`src/rtl/firebird7_in_gate2_ijtag_drv_pkg.sv`:
```
// firebird7_in_gate2_ijtag_drv_pkg: shared types for the IJTAG scan driver.
// State encoding, default scan length and a state-class helper.
package firebird7_in_gate2_ijtag_drv_pkg;

  localparam int DRV_MAX_LEN = 64;

  typedef enum logic [2:0] {
    ST_IDLE,
    ST_CAPTURE,
    ST_SHIFT,
    ST_UPDATE,
    ST_DONE
  } drv_state_e;

  function automatic logic drv_active(input drv_state_e s);
    return (s == ST_CAPTURE) || (s == ST_SHIFT) || (s == ST_UPDATE);
  endfunction

endpackage

```
`src/rtl/firebird7_in_gate2_ijtag_drv_shreg.sv`:
```
// firebird7_in_gate2_ijtag_drv_shreg: tx/rx scan data registers.
// tx shifts out LSB first; rx collects returned bits by shift index.
module firebird7_in_gate2_ijtag_drv_shreg
  import firebird7_in_gate2_ijtag_drv_pkg::*;
#(
  parameter int MAX_LEN = DRV_MAX_LEN,
  parameter int CNT_W   = $clog2(MAX_LEN + 1)
) (
  input  logic               clk,
  input  logic               rst,
  input  logic               load,
  input  logic               shift,
  input  logic [MAX_LEN-1:0] load_data,
  input  logic [CNT_W-1:0]   rx_idx,
  input  logic               rx_bit,
  output logic               tx_bit0,
  output logic               tx_bit1,
  output logic [MAX_LEN-1:0] rx_data
);
  logic [MAX_LEN-1:0] tx_q, tx_d;
  logic [MAX_LEN-1:0] rx_q, rx_d;

  // Load clears rx so unshifted positions read back as zero.
  always_comb begin
    tx_d = tx_q;
    rx_d = rx_q;
    if (load) begin
      tx_d = load_data;
      rx_d = '0;
    end else if (shift) begin
      tx_d = tx_q >> 1;
      rx_d = rx_q | ({{(MAX_LEN-1){1'b0}}, rx_bit} << rx_idx);
    end
  end

  // Data registers with synchronous clear.
  always_ff @(posedge clk) begin
    if (rst) begin
      tx_q <= '0;
      rx_q <= '0;
    end else begin
      tx_q <= tx_d;
      rx_q <= rx_d;
    end
  end

  assign tx_bit0 = tx_q[0];
  assign tx_bit1 = tx_q[1];
  assign rx_data = rx_q;
endmodule

```
`src/rtl/firebird7_in_gate2_ijtag_scan_driver.sv`:
```
// firebird7_in_gate2_ijtag_scan_driver: capture/shift/update sequencer.
// Define FIREBIRD7_IJTAG_DRV_ABORT_EN to add the cmd_abort input.
module firebird7_in_gate2_ijtag_scan_driver
  import firebird7_in_gate2_ijtag_drv_pkg::*;
#(
  parameter int MAX_LEN = DRV_MAX_LEN,
  parameter int CNT_W   = $clog2(MAX_LEN + 1)
) (
  input  logic               ijtag_tck,
  input  logic               ijtag_reset,
  input  logic               cmd_valid,
  output logic               cmd_ready,
  input  logic [CNT_W-1:0]   cmd_len,
  input  logic [MAX_LEN-1:0] cmd_data,
  input  logic               cmd_capture,
  input  logic               cmd_update,
`ifdef FIREBIRD7_IJTAG_DRV_ABORT_EN
  input  logic               cmd_abort,
`endif
  output logic               rsp_valid,
  input  logic               rsp_ready,
  output logic [MAX_LEN-1:0] rsp_data,
  output logic               ijtag_sel,
  output logic               ijtag_si,
  output logic               ijtag_ce,
  output logic               ijtag_se,
  output logic               ijtag_ue,
  input  logic               ijtag_from_so
);
  localparam logic [CNT_W-1:0] LEN_MAX = CNT_W'(MAX_LEN);
  localparam logic [CNT_W-1:0] ONE     = CNT_W'(1);

  drv_state_e       state_q, state_d;
  logic [CNT_W-1:0] len_q, len_d, cnt_q, cnt_d, len_in;
  logic             upd_q, upd_d;
  logic             sel_q, si_q, ce_q, se_q, ue_q, rv_q;
  logic             sel_d, si_d, ce_d, se_d, ue_d, rv_d;
  logic             load, shift, tx_bit0, tx_bit1;

  assign len_in = (cmd_len > LEN_MAX) ? LEN_MAX : cmd_len;

  // Next state, datapath controls and next registered outputs.
  always_comb begin
    state_d = state_q;
    len_d   = len_q;
    upd_d   = upd_q;
    cnt_d   = cnt_q;
    load    = 1'b0;
    shift   = 1'b0;
    unique case (state_q)
      ST_IDLE: begin
        if (cmd_valid) begin
          load  = 1'b1;
          len_d = len_in;
          upd_d = cmd_update;
          cnt_d = '0;
          if (cmd_capture)       state_d = ST_CAPTURE;
          else if (len_in != '0) state_d = ST_SHIFT;
          else if (cmd_update)   state_d = ST_UPDATE;
          else                   state_d = ST_DONE;
        end
      end
      ST_CAPTURE: begin
        if (len_q != '0) state_d = ST_SHIFT;
        else if (upd_q)  state_d = ST_UPDATE;
        else             state_d = ST_DONE;
      end
      ST_SHIFT: begin
        shift = 1'b1;
        cnt_d = cnt_q + ONE;
        if (cnt_q == len_q - ONE)
          state_d = upd_q ? ST_UPDATE : ST_DONE;
      end
      ST_UPDATE: state_d = ST_DONE;
      ST_DONE:   if (rsp_ready) state_d = ST_IDLE;
      default:   state_d = ST_IDLE;
    endcase
`ifdef FIREBIRD7_IJTAG_DRV_ABORT_EN
    if (cmd_abort && drv_active(state_q)) begin
      state_d = ST_IDLE;
      shift   = 1'b0;
    end
`endif
    sel_d = drv_active(state_d);
    ce_d  = (state_d == ST_CAPTURE);
    se_d  = (state_d == ST_SHIFT);
    ue_d  = (state_d == ST_UPDATE);
    rv_d  = (state_d == ST_DONE);
    si_d  = 1'b0;
    if (se_d) begin
      if (load)       si_d = cmd_data[0];
      else if (shift) si_d = tx_bit1;
      else            si_d = tx_bit0;
    end
  end

  // State, command fields and registered network controls.
  always_ff @(posedge ijtag_tck) begin
    if (ijtag_reset) begin
      state_q <= ST_IDLE;
      len_q   <= '0;
      upd_q   <= 1'b0;
      cnt_q   <= '0;
      sel_q   <= 1'b0;
      si_q    <= 1'b0;
      ce_q    <= 1'b0;
      se_q    <= 1'b0;
      ue_q    <= 1'b0;
      rv_q    <= 1'b0;
    end else begin
      state_q <= state_d;
      len_q   <= len_d;
      upd_q   <= upd_d;
      cnt_q   <= cnt_d;
      sel_q   <= sel_d;
      si_q    <= si_d;
      ce_q    <= ce_d;
      se_q    <= se_d;
      ue_q    <= ue_d;
      rv_q    <= rv_d;
    end
  end

  firebird7_in_gate2_ijtag_drv_shreg #(
    .MAX_LEN (MAX_LEN),
    .CNT_W   (CNT_W)
  ) u_shreg (
    .clk       (ijtag_tck),
    .rst       (ijtag_reset),
    .load      (load),
    .shift     (shift),
    .load_data (cmd_data),
    .rx_idx    (cnt_q),
    .rx_bit    (ijtag_from_so),
    .tx_bit0   (tx_bit0),
    .tx_bit1   (tx_bit1),
    .rx_data   (rsp_data)
  );

  assign cmd_ready = (state_q == ST_IDLE);
  assign rsp_valid = rv_q;
  assign ijtag_sel = sel_q;
  assign ijtag_si  = si_q;
  assign ijtag_ce  = ce_q;
  assign ijtag_se  = se_q;
  assign ijtag_ue  = ue_q;
endmodule

```
`config.mk`:
```
export PLATFORM = sky130hd
export DESIGN_NAME = firebird7_in_gate2_ijtag_scan_driver
export DESIGN_NICKNAME = d
export VERILOG_FILES = /design/src/rtl/firebird7_in_gate2_ijtag_drv_pkg.sv /design/src/rtl/firebird7_in_gate2_ijtag_drv_shreg.sv /design/src/rtl/firebird7_in_gate2_ijtag_scan_driver.sv
export SDC_FILE = /design/constraint.sdc
export NUM_CORES = 1
export LEC_CHECK = 0
export BUFFER_PORTS_ARGS = -buffer_cell sky130_fd_sc_hd__buf_2
export CAP_MARGIN = 20
export CORE_MARGIN = 2
export CORE_UTILIZATION = 50
export CTS_CLUSTER_DIAMETER = 40
export CTS_CLUSTER_SIZE = 12
export DETAILED_ROUTE_END_ITERATION = 6
export PLACE_DENSITY = 0.82
export SYNTH_ARGS = -nofsm -noshare
export SYNTH_HDL_FRONTEND = slang
export SYNTH_HIERARCHICAL = 1
export SYNTH_SLANG_ARGS = --single-unit
```
`constraint.sdc`:
```
create_clock -name ijtag_tck -period 2.8 [get_ports ijtag_tck]
set_input_delay 0 -clock ijtag_tck [delete_from_list [all_inputs] [get_ports ijtag_tck]]
set_output_delay 0 -clock ijtag_tck [all_outputs]
set_load 0.01 [all_outputs]
```
==> results of run 1 <==
[repair_timing]
| item | in CTS | in global routing |
|---|---|---|
| hold endpoints to repair | 77 | 0 |
| hold buffers | 75 | 0 |
| gates resized for setup | 0 | 0 |
[logic make-up after synthesis]
kind of cell / synth area share, %
muxes: 9.22
buffers and inverters: 5.21
AOI/OAI and AO/OA: 21.4
and+or+nand+nor: 19.6
xor gates and xnor gates: 1.24
DFF: 43.0
adders and majority gates: 0.353
[worst min path at each step]
| stage | startpoint | end | slack, ns | cells after the start |
|---|---|---|---|---|
| 5_1_grt | cmd_valid | cnt_q[6]$_SDFFE_PP0P_ | 0.11 | 5 |
| 3_5_place_dp | cmd_capture | ijtag_ce$_SDFF_PP0_ | 0.26 | 3 |
| 3_3_place_gp | cmd_capture | ijtag_ce$_SDFF_PP0_ | 0.26 | 3 |
| 2_1_floorplan | cmd_capture | ijtag_ce$_SDFF_PP0_ | 0.11 | 2 |
| 4_1_cts | cmd_valid | cnt_q[6]$_SDFFE_PP0P_ | 0.06 | 5 |
| 6_report | cmd_valid | cnt_q[6]$_SDFFE_PP0P_ | 0.07 | 5 |
[sequential cells by signal, summed over array words and instances (netlist names)]
register / count
upd_q: 1
u_shreg/rx_data: 64
ijtag_sel: 1
rsp_valid: 1
ijtag_si: 1
state_q: 3
ijtag_se: 1
cnt_q: 7
u_shreg/tx_q: 64
ijtag_ue: 1
len_q: 7
ijtag_ce: 1
[cell type report]
cell class | instances | area share, %
multi-input cells | 444 | 40.2
flip-flops and latches | 152 | 33.3
repair buffers | 234 | 17.5
clock buffers | 18 | 4.80
well taps | 180 | 2.46
clock inverters | 14 | 1.25
inverters | 12 | 0.520
[worst max-delay path, stage by stage (launching register included)]
cell and delay [ns]:
dfxtp_1 0.39, nor3_1 0.08, nand2_1 0.15, clkinv_2 0.11
or4b_1 0.96, o41ai_1 0.48
[cell usage in the layout, fill, tap and decap left out, types with 3 or more instances in the layout]
| cell type | instances |
|---|---|
| dfxtp_1 | 152 |
| buf_2 | 147 |
| dlygate4sd3_1 | 75 |
| or3b_2 | 65 |
| mux2i_1 | 63 |
| nor2b_1 | 63 |
| a211oi_1 | 63 |
| o41ai_1 | 35 |
| o41ai_2 | 30 |
| nand2_1 | 23 |
| a21oi_1 | 22 |
| clkbuf_16 | 17 |
| nor2_1 | 12 |
| buf_4 | 10 |
| inv_1 | 9 |
| xnor2_1 | 8 |
| nand3b_1 | 7 |
| inv_6 | 6 |
| nand3_1 | 5 |
| o21ai_0 | 5 |
| nor3_1 | 4 |
| clkinv_2 | 4 |
| a21oi_2 | 3 |
| a31oi_1 | 3 |
| clkinvlp_4 | 3 |
[cells in the mapped netlist (8+ instances only)]
cell type	count
a211oi_1	63
a21oi_1	22
buf_1	9
buf_2	11
clkbuf_1	50
dfxtp_1	152
inv_1	10
mux2i_1	63
nand2_1	23
nor2_1	12
nor2b_1	63
o41ai_1	35
o41ai_2	30
or3b_2	65
xnor2_1	8
[per-stage QoR]
step	util [%]	hold slack (ns)	std cells	total power, mW
global placement	56.5	0.261	947	3.10
finish	65.9	0.0739	1054	5.30
detailed placement	56.5	0.256	947	3.11
global route	65.9	0.111	1054	5.52
floorplan	-	0.114	682	2.93
CTS	65.9	0.0586	1054	5.30
[metal layers]
| metal | global-route usage, % | vias to the layer above | part of all wire, % | wire length [microns] |
|---|---|---|---|---|
| li1 | - | 2918 | - | - |
| met1 | 30.5 | 2848 | 43 | 8030 |
| met2 | 40.3 | 196 | 47 | 8810 |
| met3 | 7.43 | 27 | 7.5 | 1390 |
| met4 | 8.74 | 0 | 1.9 | 346 |
| met5 | 0 | - | 0 | 0 |
[where the power goes]
group          switching [mW]  leakage, nW  internal (mW)
Combinational           0.425         2.09          0.370
Sequential             0.0822         1.24           2.30
Clock                   0.943        0.266           1.18
Total                    1.45         3.59           3.85
==> metrics.txt, run 1 <==
post-synth top area cell dfxtp_1; syn_nets 762; Synth warnings 6; Fin Setup TNS 0 ns; leakage 3.59 nW; CP required 3.11 ns; antenna violation net count after detailed routing 0; fin. max-slew vios 0; fillcell total a little over 1,000; fin crit share 81.7%; Synth async-reset ratio 0%; Area Growth Syn to Fin 29.1%; pre-CTS setup slack 0.530 ns; DIE WIDTH between 100 and 150 microns; Starting Density 51.0%; CP arrival 2.60 ns; initial antenna violation count 0; Clock Latency Late Sink 0.42 ns; FF-to-FF setup slack 0.51 ns; Reg-to-Reg End u_shreg/rx_data[19]$_SDFFE_PP0P_; Routed Wire Length between 15 and 20 mm; drt first-iter violations 399; Top FF cell, synth dfxtp_1; Worst setup endpoint u_shreg/rx_data[19]$_SDFFE_PP0P_; final instance area 0.00914 sq mm; number of synthesized flops with an enable pin 0; Max Buffers Root-to-Sink 2; relative slew slack a little over a third; setup bufs post-CTS 0; flip-flop and latch area 0.00304 sq mm; vias per cell 5.68; vias in the first global route between 5,000 and 6,000; Port Buf Inserts 148; first-pass detailed-route iteration total 4; first-pass GRT wire length approximately 30 mm; ANT cells 0; Crit Path Max Fanout 16; Worst Slack Setup Final a little over 0.5 ns; post-synth cell types 49; top cells by area, synth dfxtp_1, mux2i_1, or3b_2; Syn Inst Count approximately 700; top-level port count 149; post-layout net count around 940; FP Rows 43; DRC viols 0; R2R Path Start state_q[1]$_SDFF_PP0_; CTS buffer count 17; clock sinks 152; CTS root buf clkbuf_16; sequential area share after synthesis between 40 and 50%; placed inst area between 0.007 and 0.008 sq mm; Pwr Density just under 600 mW/mm^2; Core Area 0.0139 sq mm; maxcap violations 0; depth of the most critical reg-to-reg path 5; Mapped Area between 0.007 and 0.008 sq mm; routed wire length per instance 17.6 microns; Overflow after GRT 0; Worst setup startpoint state_q[1]$_SDFF_PP0_; final setup vio count 0; CTS tree done; Detail Placement HPWL 10.2 mm; final hold violation count 0; Crit. End Element register; clk_skew 0.00711 ns; CP Class register to register; DR vias 5,989; footprint of the multi-input gates 0.00367 sq mm; share of layout cells above drive strength 1 34.7%; Final min period 2.29 ns; Slew @ Worst Pin ~0.97 ns; RSZ-0062 raised after global routing false; Peak Freq 0.437 GHz; Worst Hold Class input pin to register; DIE HEIGHT 123 microns; die area 0.0151 sq mm; syn_area_per_cell 10.4 sq um; Yosys top cell area share 43.0%; crit path launch type register; clock-pin slew on the worst setup and hold paths 0.07 ns; H-Tree Depth 4; All-Layer GR Usage 24.5%; largest net degree at the start of global routing 79; Routability Congestion between 0.8 and 0.9; outcome finished clean; flip-flop and latch count after synthesis roughly 150; peak supply drop 0.417 mV
Note: power is estimated with default switching activity, not from simulation.
==> run 2, diff against run 1 <==
clock period = 2.3 ns   (was 2.8 ns; I/O delays follow)
==> metrics.txt, run 2 (synthesis gave the netlist of run 1 again) <==
outcome finished clean; final instance area 0.00927 sq mm; Pwr Density approximately 720 mW/mm^2; clock sinks 152; depth of the most critical reg-to-reg path 6; placed inst area approximately 0.008 sq mm; DIE HEIGHT approximately 120 microns; FF-to-FF setup slack 0.13 ns; Layout Utilization 66.8%; final hold violation count 0; final setup vio count 0; Final min period ~2.2 ns; Slew @ Worst Pin 0.812 ns; CP required 2.65 ns; Detail Placement HPWL 10.2 mm; peak supply drop between 0.5 and 0.6 mV; DR vias 6,134; Clock Latency Late Sink 0.42 ns; Area Growth Syn to Fin 30.9%; commonest non-fill, non-tap cell in the layout dfxtp_1; flip-flop and latch area 0.00304 sq mm; Routed Wire Length 19.6 mm; largest net degree at the start of global routing 142; Port Buf Inserts 148; Reg-to-Reg End state_q[0]$_SDFF_PP0_; CTS tree done; Hold Crit Start cmd_valid; share of layout cells above drive strength 1 between 30% and 40%; setup bufs post-CTS 0; footprint of the multi-input gates 0.00369 sq mm; post-layout net count 949; leakage 3.67 nW; CTS root buf clkbuf_16; Overflow after GRT 0; vias per cell 5.78; worst hold stages 5; fin. max-slew vios 0; vias in the first global route 6,066; top-level port count 149; Crit Path Max Fanout 5; Crit path max-delay family simple AND/OR/NAND/NOR gates; FP Rows 43; relative slew slack 45.7%; Hold WS between 0.1 and 0.15 ns; initial antenna violation count 0; All-Layer GR Usage 25.2%; maxcap violations 0; routed wire length per instance 18.4 microns; WP buf/inv 0; commonest cells after routing, fill and taps aside dfxtp_1, buf_2, dlygate4sd3_1, or3b_2; CP Class register to register; Worst Hold Class input pin to register; CTS buffer count 17; Max Buffers Root-to-Sink 2; H-Tree Depth 4; RSZ-0062 raised after global routing false; fin cells between 1,000 and 1,500; clk_skew around 0.011 ns; crit path launch type register; Core Area 0.0139 sq mm; fillcell total 1,035; R2R Path Start len_q[0]$_SDFFE_PP0P_; CP max stage cell or4_4; Routability Congestion 0.803; Cells after DPL 955; slowest stage delay, CP 0.44 ns; Crit. End Element register; first-pass detailed-route iteration total 5; drt first-iter violations 475; DRC viols 0; Fin Setup TNS 0 ns; crit path cell chain or3_4, or4_4, a21oi_2, o2111ai_4, or3_4, a21oi_2; antenna violation net count after detailed routing 0; DIE WIDTH 123 microns; Worst setup startpoint len_q[0]$_SDFFE_PP0P_; ANT cells 0; clock-pin slew on the worst setup and hold paths approximately 0.06 ns; CP arrival around 2.5 ns; hold path endpoint len_q[0]$_SDFFE_PP0P_; first-pass GRT wire length 30.2 mm; Starting Density 51.0%; die area 0.0151 sq mm; fin crit share 94.4%; Peak Freq about 0.46 GHz
-- run 2: changes by cell type in the layout (fill, tap and decap cells not counted), sizes merged --
| cell | change |
|---|---|
| bufinv | +3 |
| clkinv | +2 |
| inv | -7 |
| clkbuf | +1 |
| buf | +8 |
-- run 2: cell type report --
type                       instances  area share, %
sequential                       152           32.8
timing repair buffer             242           18.1
inverter                          12          0.513
multi-input combinational        444           39.8
tap                              180           2.43
clock buffer                      19           4.67
clock inverter                    12           1.66
-- run 2: where the power goes --
group / internal (mW) / switching (mW)
clock: 1.70 / 1.10
sequential: 2.80 / 0.107
combinational: 0.469 / 0.536
-- run 2: how the worst max path moves through the flow --
stage / end / slack, ns / cells after the start
6_report: state_q[0]$_SDFF_PP0_ / 0.13 / 6
5_1_grt: state_q[0]$_SDFF_PP0_ / 0.02 / 6
4_1_cts: ijtag_se$_SDFF_PP0_ / 0.11 / 6
3_5_place_dp: ijtag_se$_SDFF_PP0_ / 0.13 / 6
3_3_place_gp: ijtag_si$_SDFF_PP0_ / 0.17 / 6
2_1_floorplan: u_shreg/rx_data[57]$_SDFFE_PP0P_ / 0.04 / 8
-- run 2: per-stage QoR --
stage	power (mW)	worst slack, ns
after global routing	6.96	0.0211
final	6.71	0.130
after detailed placement	3.81	0.132
after CTS	6.69	0.113
after floorplan	3.56	0.0401
after global placement	3.79	0.169
-- run 2: repair_timing --
action | in CTS | in global routing
setup endpoints to repair | 0 | 4
hold buffers | 75 | 0
gates resized for setup | 0 | 3
hold endpoints to repair | 83 | 0
-- run 2: metal layers --
| metal | wire length (microns) | share of wire, % | global-route usage [%] | vias to the layer above |
|---|---|---|---|---|
| li1 | - | - | - | 2919 |
| met1 | 8210 | 42 | 30.8 | 2961 |
| met2 | 9660 | 49 | 42.2 | 228 |
| met3 | 1420 | 7.2 | 7.33 | 26 |
| met4 | 271 | 1.4 | 9.02 | 0 |
| met5 | 0 | 0 | 0 | - |
-- run 2: worst reg2reg max path, stage by stage (launching register included) --
cell and delay [ns]:
dfxtp_1 0.34, or3_4 0.41, or4_4 0.44, a21oi_2 0.19, o2111ai_4 0.18, or3_4 0.39
a21oi_2 0.15
